`config.mk`:
```
export PLATFORM = sky130hd
export DESIGN_NAME = reset_sequencer_tmr
export DESIGN_NICKNAME = d
export VERILOG_FILES = /design/src/rtl/reset_sequencer_tmr.sv
export SDC_FILE = /design/constraint.sdc
export NUM_CORES = 1
export LEC_CHECK = 0
export CAP_MARGIN = 15
export CELL_PAD_IN_SITES_DETAIL_PLACEMENT = 2
export CELL_PAD_IN_SITES_GLOBAL_PLACEMENT = 2
export CORE_UTILIZATION = 33
export CTS_BUF_LIST = sky130_fd_sc_hd__clkbuf_8
export DETAILED_ROUTE_END_ITERATION = 6
export GPL_ROUTABILITY_DRIVEN = 0
export PLACE_DENSITY_LB_ADDON = 0.1
export SLEW_MARGIN = 20
export SYNTH_ARGS = -nofsm -noshare
export SYNTH_HDL_FRONTEND = slang
export SYNTH_SLANG_ARGS = --single-unit
```
`constraint.sdc`:
```
create_clock -name clock_i -period 3.06 [get_ports clock_i]
set_clock_uncertainty 0.05 [all_clocks]
set_input_delay 0.306 -clock clock_i [delete_from_list [all_inputs] [get_ports clock_i]]
set_output_delay 0.306 -clock clock_i [all_outputs]
set_load 0.005 [all_outputs]
```
`src/rtl/reset_sequencer_tmr.sv`:
```
// Reset sequencer for the OptoHybrid core. It waits for MMCM lock and GBT link, holds reset, then
// releases the reset domains one after another. FSM state and counter can be triplicated and voted.
module reset_sequencer_tmr #(
  parameter int NUM_DOMAINS    = 3,
  parameter int HOLD_CYCLES    = 1024,
  parameter int STAGGER_CYCLES = 16,
  parameter bit TMR_EN         = 1'b1,
  parameter int ERR_CNT_WIDTH  = 16
) (
  input  logic                     clock_i,
  input  logic                     reset_n_i,
  input  logic                     soft_reset_i,
  input  logic                     mmcms_locked_i,
  input  logic                     gbt_rxready_i,
  input  logic                     gbt_rxvalid_i,
  input  logic                     gbt_txready_i,
  input  logic [2:0]               tmr_inject_i,
  output logic [NUM_DOMAINS-1:0]   domain_reset_o,
  output logic                     ready_o,
  output logic                     tmr_err_o,
  output logic [ERR_CNT_WIDTH-1:0] tmr_err_cnt_o
);

  localparam int REL_SPAN = NUM_DOMAINS * STAGGER_CYCLES;
  localparam int CNT_MAX  = (HOLD_CYCLES > REL_SPAN) ? HOLD_CYCLES : REL_SPAN;
  localparam int CW       = $clog2(CNT_MAX) + 1;
  localparam logic [CW-1:0] HOLD_LAST = CW'(HOLD_CYCLES - 1);
  localparam logic [CW-1:0] REL_LAST  = CW'((NUM_DOMAINS - 1) * STAGGER_CYCLES);

  typedef enum logic [2:0] {
    ST_WAIT_LOCK = 3'd0,
    ST_WAIT_LINK = 3'd1,
    ST_HOLD      = 3'd2,
    ST_RELEASE   = 3'd3,
    ST_RUN       = 3'd4
  } state_t;

  state_t                   state_v;
  logic   [CW-1:0]          cnt_v;
  state_t                   state_d;
  logic   [CW-1:0]          cnt_d;
  logic                     disagree;
  logic                     link_ok;
  logic [NUM_DOMAINS-1:0]   domain_reset_d, domain_reset_q;
  logic                     ready_d, ready_q;
  logic                     tmr_err_d, tmr_err_q;
  logic [ERR_CNT_WIDTH-1:0] tmr_err_cnt_d, tmr_err_cnt_q;

  assign link_ok = gbt_rxready_i & gbt_rxvalid_i & gbt_txready_i;

  // Every copy is rewritten from the voted value, so a single upset copy is repaired next edge.
  if (TMR_EN) begin : g_tmr
    state_t          state_q [3];
    logic   [CW-1:0] cnt_q   [3];

    always_comb begin
      state_v = state_t'((state_q[0] & state_q[1]) | (state_q[0] & state_q[2]) |
                         (state_q[1] & state_q[2]));
      cnt_v   = (cnt_q[0] & cnt_q[1]) | (cnt_q[0] & cnt_q[2]) | (cnt_q[1] & cnt_q[2]);
      disagree = 1'b0;
      for (int i = 0; i < 3; i++) begin
        if ((state_q[i] != state_v) || (cnt_q[i] != cnt_v)) disagree = 1'b1;
      end
    end

    always_ff @(posedge clock_i) begin
      for (int i = 0; i < 3; i++) begin
        if (!reset_n_i) begin
          state_q[i] <= ST_WAIT_LOCK;
          cnt_q[i]   <= '0;
        end else begin
          state_q[i] <= state_d;
          cnt_q[i]   <= cnt_d ^ CW'(tmr_inject_i[i]);
        end
      end
    end
  end else begin : g_single
    state_t          state_q;
    logic   [CW-1:0] cnt_q;
    logic            unused_inject;

    assign unused_inject = ^tmr_inject_i;

    always_comb begin
      state_v  = state_q;
      cnt_v    = cnt_q;
      disagree = 1'b0;
    end

    always_ff @(posedge clock_i) begin
      if (!reset_n_i) begin
        state_q <= ST_WAIT_LOCK;
        cnt_q   <= '0;
      end else begin
        state_q <= state_d;
        cnt_q   <= cnt_d;
      end
    end
  end

  // Terminal compares use >= so a voted counter knocked past its limit still leaves the state.
  always_comb begin
    state_d = state_v;
    cnt_d   = cnt_v;
    if (!mmcms_locked_i) begin
      state_d = ST_WAIT_LOCK;
      cnt_d   = '0;
    end else begin
      case (state_v)
        ST_WAIT_LOCK: begin
          state_d = ST_WAIT_LINK;
          cnt_d   = '0;
        end
        ST_WAIT_LINK: begin
          if (link_ok) begin
            state_d = ST_HOLD;
            cnt_d   = '0;
          end
        end
        ST_HOLD, ST_RELEASE: begin
          if (soft_reset_i) begin
            state_d = ST_HOLD;
            cnt_d   = '0;
          end else if (!link_ok) begin
            state_d = ST_WAIT_LINK;
            cnt_d   = '0;
          end else if (state_v == ST_HOLD) begin
            if (cnt_v >= HOLD_LAST) begin
              state_d = ST_RELEASE;
              cnt_d   = '0;
            end else begin
              cnt_d = cnt_v + CW'(1);
            end
          end else if (cnt_v >= REL_LAST) begin
            state_d = ST_RUN;
          end else begin
            cnt_d = cnt_v + CW'(1);
          end
        end
        ST_RUN: begin
          if (soft_reset_i) begin
            state_d = ST_HOLD;
            cnt_d   = '0;
          end
        end
        default: begin
          state_d = ST_WAIT_LOCK;
          cnt_d   = '0;
        end
      endcase
    end
  end

  always_comb begin
    domain_reset_d = '1;
    for (int k = 0; k < NUM_DOMAINS; k++) begin
      if ((state_d == ST_RUN) ||
          ((state_d == ST_RELEASE) && (cnt_d >= CW'(k * STAGGER_CYCLES)))) begin
        domain_reset_d[k] = 1'b0;
      end
    end
    ready_d = (state_d == ST_RUN) || ((state_d == ST_RELEASE) && (cnt_d >= REL_LAST));
    tmr_err_d     = disagree;
    tmr_err_cnt_d = tmr_err_cnt_q;
    if (disagree && !(&tmr_err_cnt_q)) tmr_err_cnt_d = tmr_err_cnt_q + ERR_CNT_WIDTH'(1);
  end

  always_ff @(posedge clock_i) begin
    if (!reset_n_i) begin
      domain_reset_q <= '1;
      ready_q        <= 1'b0;
      tmr_err_q      <= 1'b0;
      tmr_err_cnt_q  <= '0;
    end else begin
      domain_reset_q <= domain_reset_d;
      ready_q        <= ready_d;
      tmr_err_q      <= tmr_err_d;
      tmr_err_cnt_q  <= tmr_err_cnt_d;
    end
  end

  assign domain_reset_o = domain_reset_q;
  assign ready_o        = ready_q;
  assign tmr_err_o      = tmr_err_q;
  assign tmr_err_cnt_o  = tmr_err_cnt_q;

endmodule
```
======== After elaboration in Yosys (flattened, before gate mapping) ========
Memories as Yosys holds them, arrays and structs flattened.
Cells that the tools add are included.
word-level totals
  register bits ........................... 21
  logic and storage cells ................. 92
  memories ................................ 2
  output and inout bits ................... 21
  memory bits (writable) .................. 42
memories
  name           depth  width  rd ports  clocked after Yosys merged registers in  write ports  line  RTL
  g_tmr.cnt_q    3      11     3         0                                        3            54    logic [CW-1:0] cnt_q [3];
  g_tmr.state_q  3      3      3         0                                        3            53    state_t state_q [3];
operators by class
  equal/unequal tests ..................... 12
  add/sub/neg operators ................... 2
  bitwise gates (word level) .............. 21
  mux-type cells .......................... 32
  magnitude comparators ................... 5
  reduce and logical (&&, ||, !) cells .... 14
operator list
  operator                                               number
  2-to-1 mux 11 bit                                      11
  bitwise AND 11 bit                                     3
  2-to-1 mux 3 bit                                       11
  inequality test 11 bit                                 3
  case mux 11 bit (3 select lines)                       1
  XOR 11 x 1 -> 11 bit                                   3
  >= comparator 11 x 6 -> 1 bit, second input constant   2
  OR 11 bit                                              2
  adder 16 x 1 -> 16 bit, second input constant          1
  AND reduction 16 bit                                   1
  case mux 3 bit (4 select lines)                        1
  adder 11 x 1 -> 11 bit, second input constant          1
  >= comparator 11 x 1 -> 1 bit, second input constant   1
  >= comparator 11 x 10 -> 1 bit, second input constant  1
  >= comparator 11 x 5 -> 1 bit, second input constant   1
  bitwise AND 3 bit                                      3
  equality test 3 x 2 -> 1 bit, second input constant    3
  inequality test 3 bit                                  3
  2-to-1 mux 1 bit                                       8
  equality test 3 bit, second input constant             2
  logical OR 1 bit                                       6
  OR 1 bit                                               6
  OR 3 bit                                               2
  logical AND 1 bit                                      4
  5 further kinds                                        6

======== Logic depth before layout (Yosys ltp) ========
Gate-level depths: netlist of the first run.
  depth in word-level cells ............... 14
  depth in mapped cells ................... 10

======== Least setup slack after synthesis of the first run ========
No wires, ideal clock.
  path kind ............................... register to register
  start point ............................. memory g_tmr.cnt_q[0][7] (netlist name)
  end point ............................... register ready_q, in the netlist ready_o
  data arrival time ....................... 2.265 ns
  clock period less this slack ............ 2.430 ns
  cell stages (with the launch flop) ...... 9
  slack ................................... 0.630 ns
  setup time .............................. 0.115 ns
  cell sequence ........................... dfxtp_1 -> or4_4 -> o22ai_4 -> and4_1 -> buf_4 -> a31o_1 -> a31oi_1 -> or4_4 -> and2_1
RTL lines
  item                  line  RTL
  from (decl)           54
  to (signal assigned)  176   ready_q <= ready_d;
  to (decl)             45    logic ready_d, ready_q;

==> results.yml, run 1 <==
sta:
  drv_slew: 0
  setup_violations: 0
  max_freq_mhz: 355
  tightest_slew_ps: 625
  hold_viol_final: 0
  finalSetupTns_ps: 0
  period_share_pct: 92.2
  grt_setup_unrepaired: "false"
  slew_headroom_pct: 58.1
  finalCriticalPeriod_ps: 2820
power_and_ir_drop:
  swShare_pct: 24.7
  combPwrFrac_pct: 7.5
  p_clk_share_pct: 39.5
  max-vdd-ir-drop_mv: 0.158
  p_int_uw: 709
  p_sw_uw: 233
  power.share.sequential_pct: 53.0
  leakagePower_uw: 0.000785
  cellPowerDensity_mw_per_mm2: 400
routing:
  drc: 0
  antenna_left: 0
  vias: 1749
  vias_per_cell: 5.35
  drt-initial-drc-count: 66
  firstDrtPassIters: 5
  avgRoutedWirePerCell_um: 16.0
  drt_wl_total_um: 5230
setup_path:
  cp.required_ps: 3200
  critPathMaxStageDelay_ps: 610
  path_cells: "maj3_1 -> ha_1 -> a21oi_1 -> o21ai_1 -> a21oi_1 -> or4_4 -> and2_1"
  worst-setup-path-type: "reg2reg"
  cp-start-kind: "flip-flop"
  path_max_fanout: 8
  path_buf_inv: 0
  worstPathArrival_ps: 2960
  worst_path_max_delay_cell: "or4_4"
  cpLargestDelayFamily: "compound AO/OA/AOI/OAI gates"
  crit_top_cell: "a21oi_1"
  crit_path_end_kind: "flip-flop"
finish:
  layout-drive-gt1-share_pct: 7.06
  diodes: 0
  area_delta_synth_final_pct: 25.1
  nNetsFinal: 266
  instances_no_fill: 327
grt:
  grt_use_total_pct: 19.3
  grt_overflow: 0
  grt_pass1_wl_um: 9190
  grt_max_degree: 18
  grt_pass1_vias: 1868
  antenna_found_initial: 0
floorplan:
  ios: 31
  die_h_um: 77.6
  dieWidth_um: 77.6
  start_util_pct: 34.2
  dieArea_mm2: 0.00602
  rows: 27
  core_mm2: 0.00551
cts:
  cts_tree: "yes"
  cts_max_level: 2
  ctsLongestPathBuffers: 2
  cts_inserted_buffers: 5
  postCtsSetupBuffers: 0
  clock_latency_ps: 300
  root_buffer: "clkbuf_8"
  cts.sinks: 37
  clkTransAtPathRegs_ps: 80
  cts_resized: 0
  hold_buffers: 0
synth:
  synth_nets: 234
  ys_ff_latch: 37
  syn-instance-count: 222
  syn-cell-area_mm2: 0.00189
  yosysTopAreaCell: "dfxtp_1"
  avgSynthCellArea_um2: 8.49
  synth_top_area_share_pct: 39.3
  synth.area.top_cells: "dfxtp_1 (39%), xnor2_1 (5.1%), nor2_1 (4.8%)"
  synth-async-reset-ratio_pct: 0
  yosysSeqAreaShare_pct: 39.3
  synth_edf_count: 0
  synth.top_cells.by_count: "dfxtp_1 (37), nor2_1 (24), a21oi_1 (15)"
  synth_warnings: 0
  ys_types: 48
  ys.flop_type: "dfxtp_1"
  synth.most_common_cell: "dfxtp_1"
job:
  maxCapViolCount: 0
status:
  status: "finished, final reports clean"
hold_path:
  hold_class: "reg2reg"
placed_design:
  placedCellCount: 319
  numPortBuffers: 30
  dp_hpwl_um: 3790
[metrics by stage]
| step | instance area, µm² | hold WS, ps | util, % | total power, µW | setup WS [ps] |
|---|---|---|---|---|---|
| 2_1_floorplan | 1890 | 378 | - | 543 | 630 |
| 3_3_place_gp | 2260 | 454 | 41.1 | 580 | 216 |
| 3_5_place_dp | 2260 | 458 | 41.1 | 583 | 158 |
| 4_1_cts | 2360 | 480 | 42.8 | 960 | 252 |
| 5_1_grt | 2360 | 512 | 42.8 | 982 | 102 |
| 6_report | 2360 | 474 | 42.8 | 942 | 240 |
[worst min-delay path, stage by stage, from the launching register on]
cell	delay, ps
dfxtp_1	330
o21ai_0	80
a21oi_1	70
[logic make-up after synthesis]
| kind of cell | count (synthesis) | share of synthesized area, % |
|---|---|---|
| buf+inv | 12 | 2.72 |
| mux | 2 | 1.06 |
| simple gates | 101 | 29.0 |
| flops | 37 | 39.3 |
| fa+ha+maj | 3 | 1.86 |
| compound gates | 48 | 17.3 |
| xor+xnor | 19 | 8.83 |
[power by group through the flow]
stage | Combinational (µW) | Clock [µW] | Sequential (µW)
2_1_floorplan | 35.1 | 0 | 508
3_3_place_gp | 70.0 | 0 | 510
3_5_place_dp | 71.8 | 0 | 511
4_1_cts | 72.1 | 388 | 500
5_1_grt | 78.5 | 402 | 501
6_report | 70.7 | 373 | 499
[path summary, 6_finish.rpt]
| path | start | end | slack (ps) | cells after the start |
|---|---|---|---|---|
| setup / recovery | g_tmr.cnt_q[2][0] | ready_o | 240 | 7 |
| hold / removal | g_tmr.cnt_q[0][3] | g_tmr.cnt_q[0][3] | 470 | 2 |
| setup reg to reg | g_tmr.cnt_q[2][0] | ready_o | 240 | 7 |
| hold reg to reg | g_tmr.cnt_q[0][3] | g_tmr.cnt_q[0][3] | 470 | 2 |
[layout by cell type (no fill, tap or decap), types with 4 or more instances in the layout]
cell and n:
xnor2_1 11, clkbuf_8 6, nor2_1 24, nand2_1 14, nor3_1 7, nor2b_1 5, and4_1 4, nand4_1 8
o21ai_0 13, nand3_1 11, xor2_1 8, and3_1 6, clkdlybuf4s50_1 30, a21oi_1 15, dfxtp_1 37, and2_1 6
[layout make-up]
class | instances | area, µm²
Multi-Input combinational cell | 173 | 1090
Timing Repair Buffer | 33 | 323
Clock buffer | 6 | 82.6
Tap cell | 72 | 90.1
Fill cell | 623 | 3150
Sequential cell | 37 | 741
Clock inverter | 2 | 13.8
Inverter | 4 | 15.0
[routing by layer]
metal | routed length, µm | part of all wire, % | GRT usage, % | vias to the layer above
li1 | - | - | - | 863
met1 | 2680 | 51 | 26.6 | 846
met2 | 2330 | 44 | 30.5 | 34
met3 | 165 | 3.2 | 3.53 | 6
met4 | 57 | 1.1 | 5.66 | 0
met5 | 0 | 0 | 0 | -
[sequential cells by signal, summed over array words and instances (netlist names)]
name / cells
g_tmr.state_q: 3
ready_o: 1
g_tmr.cnt_q: 13
domain_reset_o: 3
tmr_err_cnt_o: 16
tmr_err_o: 1
Note: power is estimated with default switching activity, not from simulation.
==> run 2: changes to the inputs <==
--- a/config.mk
+++ b/config.mk
@@ -5,10 +5,11 @@
 export SDC_FILE = /design/constraint.sdc
 export NUM_CORES = 1
 export LEC_CHECK = 0
+export ABC_AREA = 1
 export CAP_MARGIN = 15
 export CELL_PAD_IN_SITES_DETAIL_PLACEMENT = 2
 export CELL_PAD_IN_SITES_GLOBAL_PLACEMENT = 2
-export CORE_UTILIZATION = 33
+export CORE_UTILIZATION = 31
 export CTS_BUF_LIST = sky130_fd_sc_hd__clkbuf_8
 export DETAILED_ROUTE_END_ITERATION = 6
 export GPL_ROUTABILITY_DRIVEN = 0
==> results.yml, run 2 <==
status:
  status: "complete, but fails checks"
  violations: "DRC"
sta:
  max_freq_mhz: 440
  setup_violations: 0
  hold_slack_ps: 470
  tightest_slew_ps: 571
  hold_viol_final: 0
  period_share_pct: 74.2
  finalCriticalPeriod_ps: 2270
  slew_headroom_pct: 61.7
  finalSetupTns_ps: 0
  grt_setup_unrepaired: "false"
  drv_slew: 0
cts:
  cts_resized: 0
  cts_tree: "yes"
  cts_inserted_buffers: 5
  clock_latency_ps: 280
  root_buffer: "clkbuf_8"
  clkTransAtPathRegs_ps: 70
  hold_buffers: 0
  ctsLongestPathBuffers: 2
  cts_max_level: 2
  postCtsSetupBuffers: 0
  cts.sinks: 37
setup_path:
  r2r-start: "g_tmr.cnt_q[2][0]"
  crit_path_start: "g_tmr.cnt_q[2][0]"
  worstPathArrival_ps: 2440
  crit_path_end_kind: "flip-flop"
  cp.required_ps: 3230
  path_max_fanout: 8
  worst-setup-path-type: "reg2reg"
  cp-start-kind: "flip-flop"
  r2r_setup_slack_ps: 790
synth:
  syn-cell-area_mm2: 0.00211
  synth.area.top_cells: "dfxtp_1 (35%), nand2_1 (13%), nor2_1 (8.5%)"
  synth_top_family_by_area: "simple AND/OR/NAND/NOR gates"
  synth_compound_area_share_pct: 12.1
  yosysTopAreaCell: "dfxtp_1"
  avgSynthCellArea_um2: 6.67
  synth-xor-area-share_pct: 2.07
  synth_nets: 329
  synthAdderAreaFrac_pct: 1.18
  synth_warnings: 0
  yosys-mux-area-fraction_pct: 0
  ys_types: 35
  ys.flop_type: "dfxtp_1"
  ys_ff_latch: 37
  yosysSeqAreaShare_pct: 35.1
  synth_edf_count: 0
  synth-simple-area-share_pct: 40.7
  synth-async-reset-ratio_pct: 0
  synth.most_common_cell: "nand2_1"
  syn-instance-count: 317
  synth.top_cells.by_count: "nand2_1 (72), nor2_1 (48), dfxtp_1 (37)"
  synth_top_area_share_pct: 35.1
finish:
  fill_cells: 787
  nNetsFinal: 363
  layout-drive-gt1-share_pct: 12.5
  mostFrequentLayoutCell: "nand2_1"
  layout_common_cells: "nand2_1 (72), nor2_1 (48), inv_1 (37), dfxtp_1 (37), clkdlybuf4s50_1 (30)"
  diodes: 0
  area_delta_synth_final_pct: 22.3
  largest_reg_flops: 16
floorplan:
  die_h_um: 84.6
  ios: 31
  dieWidth_um: 84.6
  rows: 29
  core_mm2: 0.00646
  start_util_pct: 32.7
  dieArea_mm2: 0.00715
routing:
  vias_per_cell: 4.98
  avgRoutedWirePerCell_um: 14.9
  vias: 2136
  drt-initial-drc-count: 63
  antenna_left: 0
  drt_wl_total_um: 6400
  drc: 10
  firstDrtPassIters: 6
grt:
  grt_pass1_vias: 2221
  grt_pass1_wl_um: 10900
  grt_use_total_pct: 19.2
  antenna_found_initial: 0
  grt_overflow: 0
  grt_max_degree: 18
job:
  maxCapViolCount: 0
placed_design:
  dp_hpwl_um: 5180
  numPortBuffers: 30
hold_path:
  hp-start: "tmr_err_cnt_o[4]"
  hold_class: "reg2reg"
power_and_ir_drop:
  max-vdd-ir-drop_mv: 0.175
  leakagePower_uw: 0.00101
  cellPowerDensity_mw_per_mm2: 350
-- run 2: kinds of logic after synthesis --
| kind of cell | Yosys count |
|---|---|
| simple gates | 181 |
| buf+inv | 49 |
| compound gates | 43 |
| flops | 37 |
| xor+xnor | 5 |
| fa+ha+maj | 2 |
-- run 2: report_power, final --
group / switching, µW / internal (µW)
Sequential: 6.93 / 490
Combinational: 47.9 / 34.4
Clock: 171 / 155
-- run 2: stage by stage --
stage          setup slack, ps  std cells  power (µW)  util, %  cell area (µm²)
2_1_floorplan             1160        317         552        -             2110
3_3_place_gp               932        421         589     38.7             2500
3_5_place_dp               786        421         592     38.7             2500
4_1_cts                    766        429         927     40.0             2580
5_1_grt                    553        429         947     40.0             2580
6_report                   790        429         905     40.0             2580
-- run 2: path summary, 6_finish.rpt --
check                       to  depth (start not counted)
min reg2reg   tmr_err_cnt_o[4]                          2
min           tmr_err_cnt_o[4]                          2
max          domain_reset_o[1]                         17
max reg2reg  domain_reset_o[1]                         17
-- run 2: cell type report --
class                   instances  area [µm²]  share of cell area, %
multi-input cells             231        1180                   45.9
clock buffers                   5        68.8                   2.66
clock inverters                 3        13.8                  0.533
flip-flops and latches         37         741                   28.7
repair buffers                 31         308                   11.9
inverters                      45         171                   6.63
well taps                      77        96.3                   3.73
-- run 2: worst max-delay path, stage by stage (launching register included) --
cell and delay (ps):
dfxtp_1 330, nand2_1 80, nand2_1 90, nand2_1 100, inv_1 120, ha_1 220
nand3_2 140, nor2_4 160, nand3_2 80, nand3_2 90, nand2_4 80, nand2_1 90
nand2_1 70, nand2_1 80, nand2_1 60, a21oi_1 170, nand3_1 110, nand3_1 90
-- run 2: routing by layer --
metal,GRT usage (%),part of all wire [%],routed length [µm]
met1,24.5,47,3040
met2,33.8,49,3110
met4,4.01,0.53,34
met3,3.54,3.5,223
met5,0,0,0
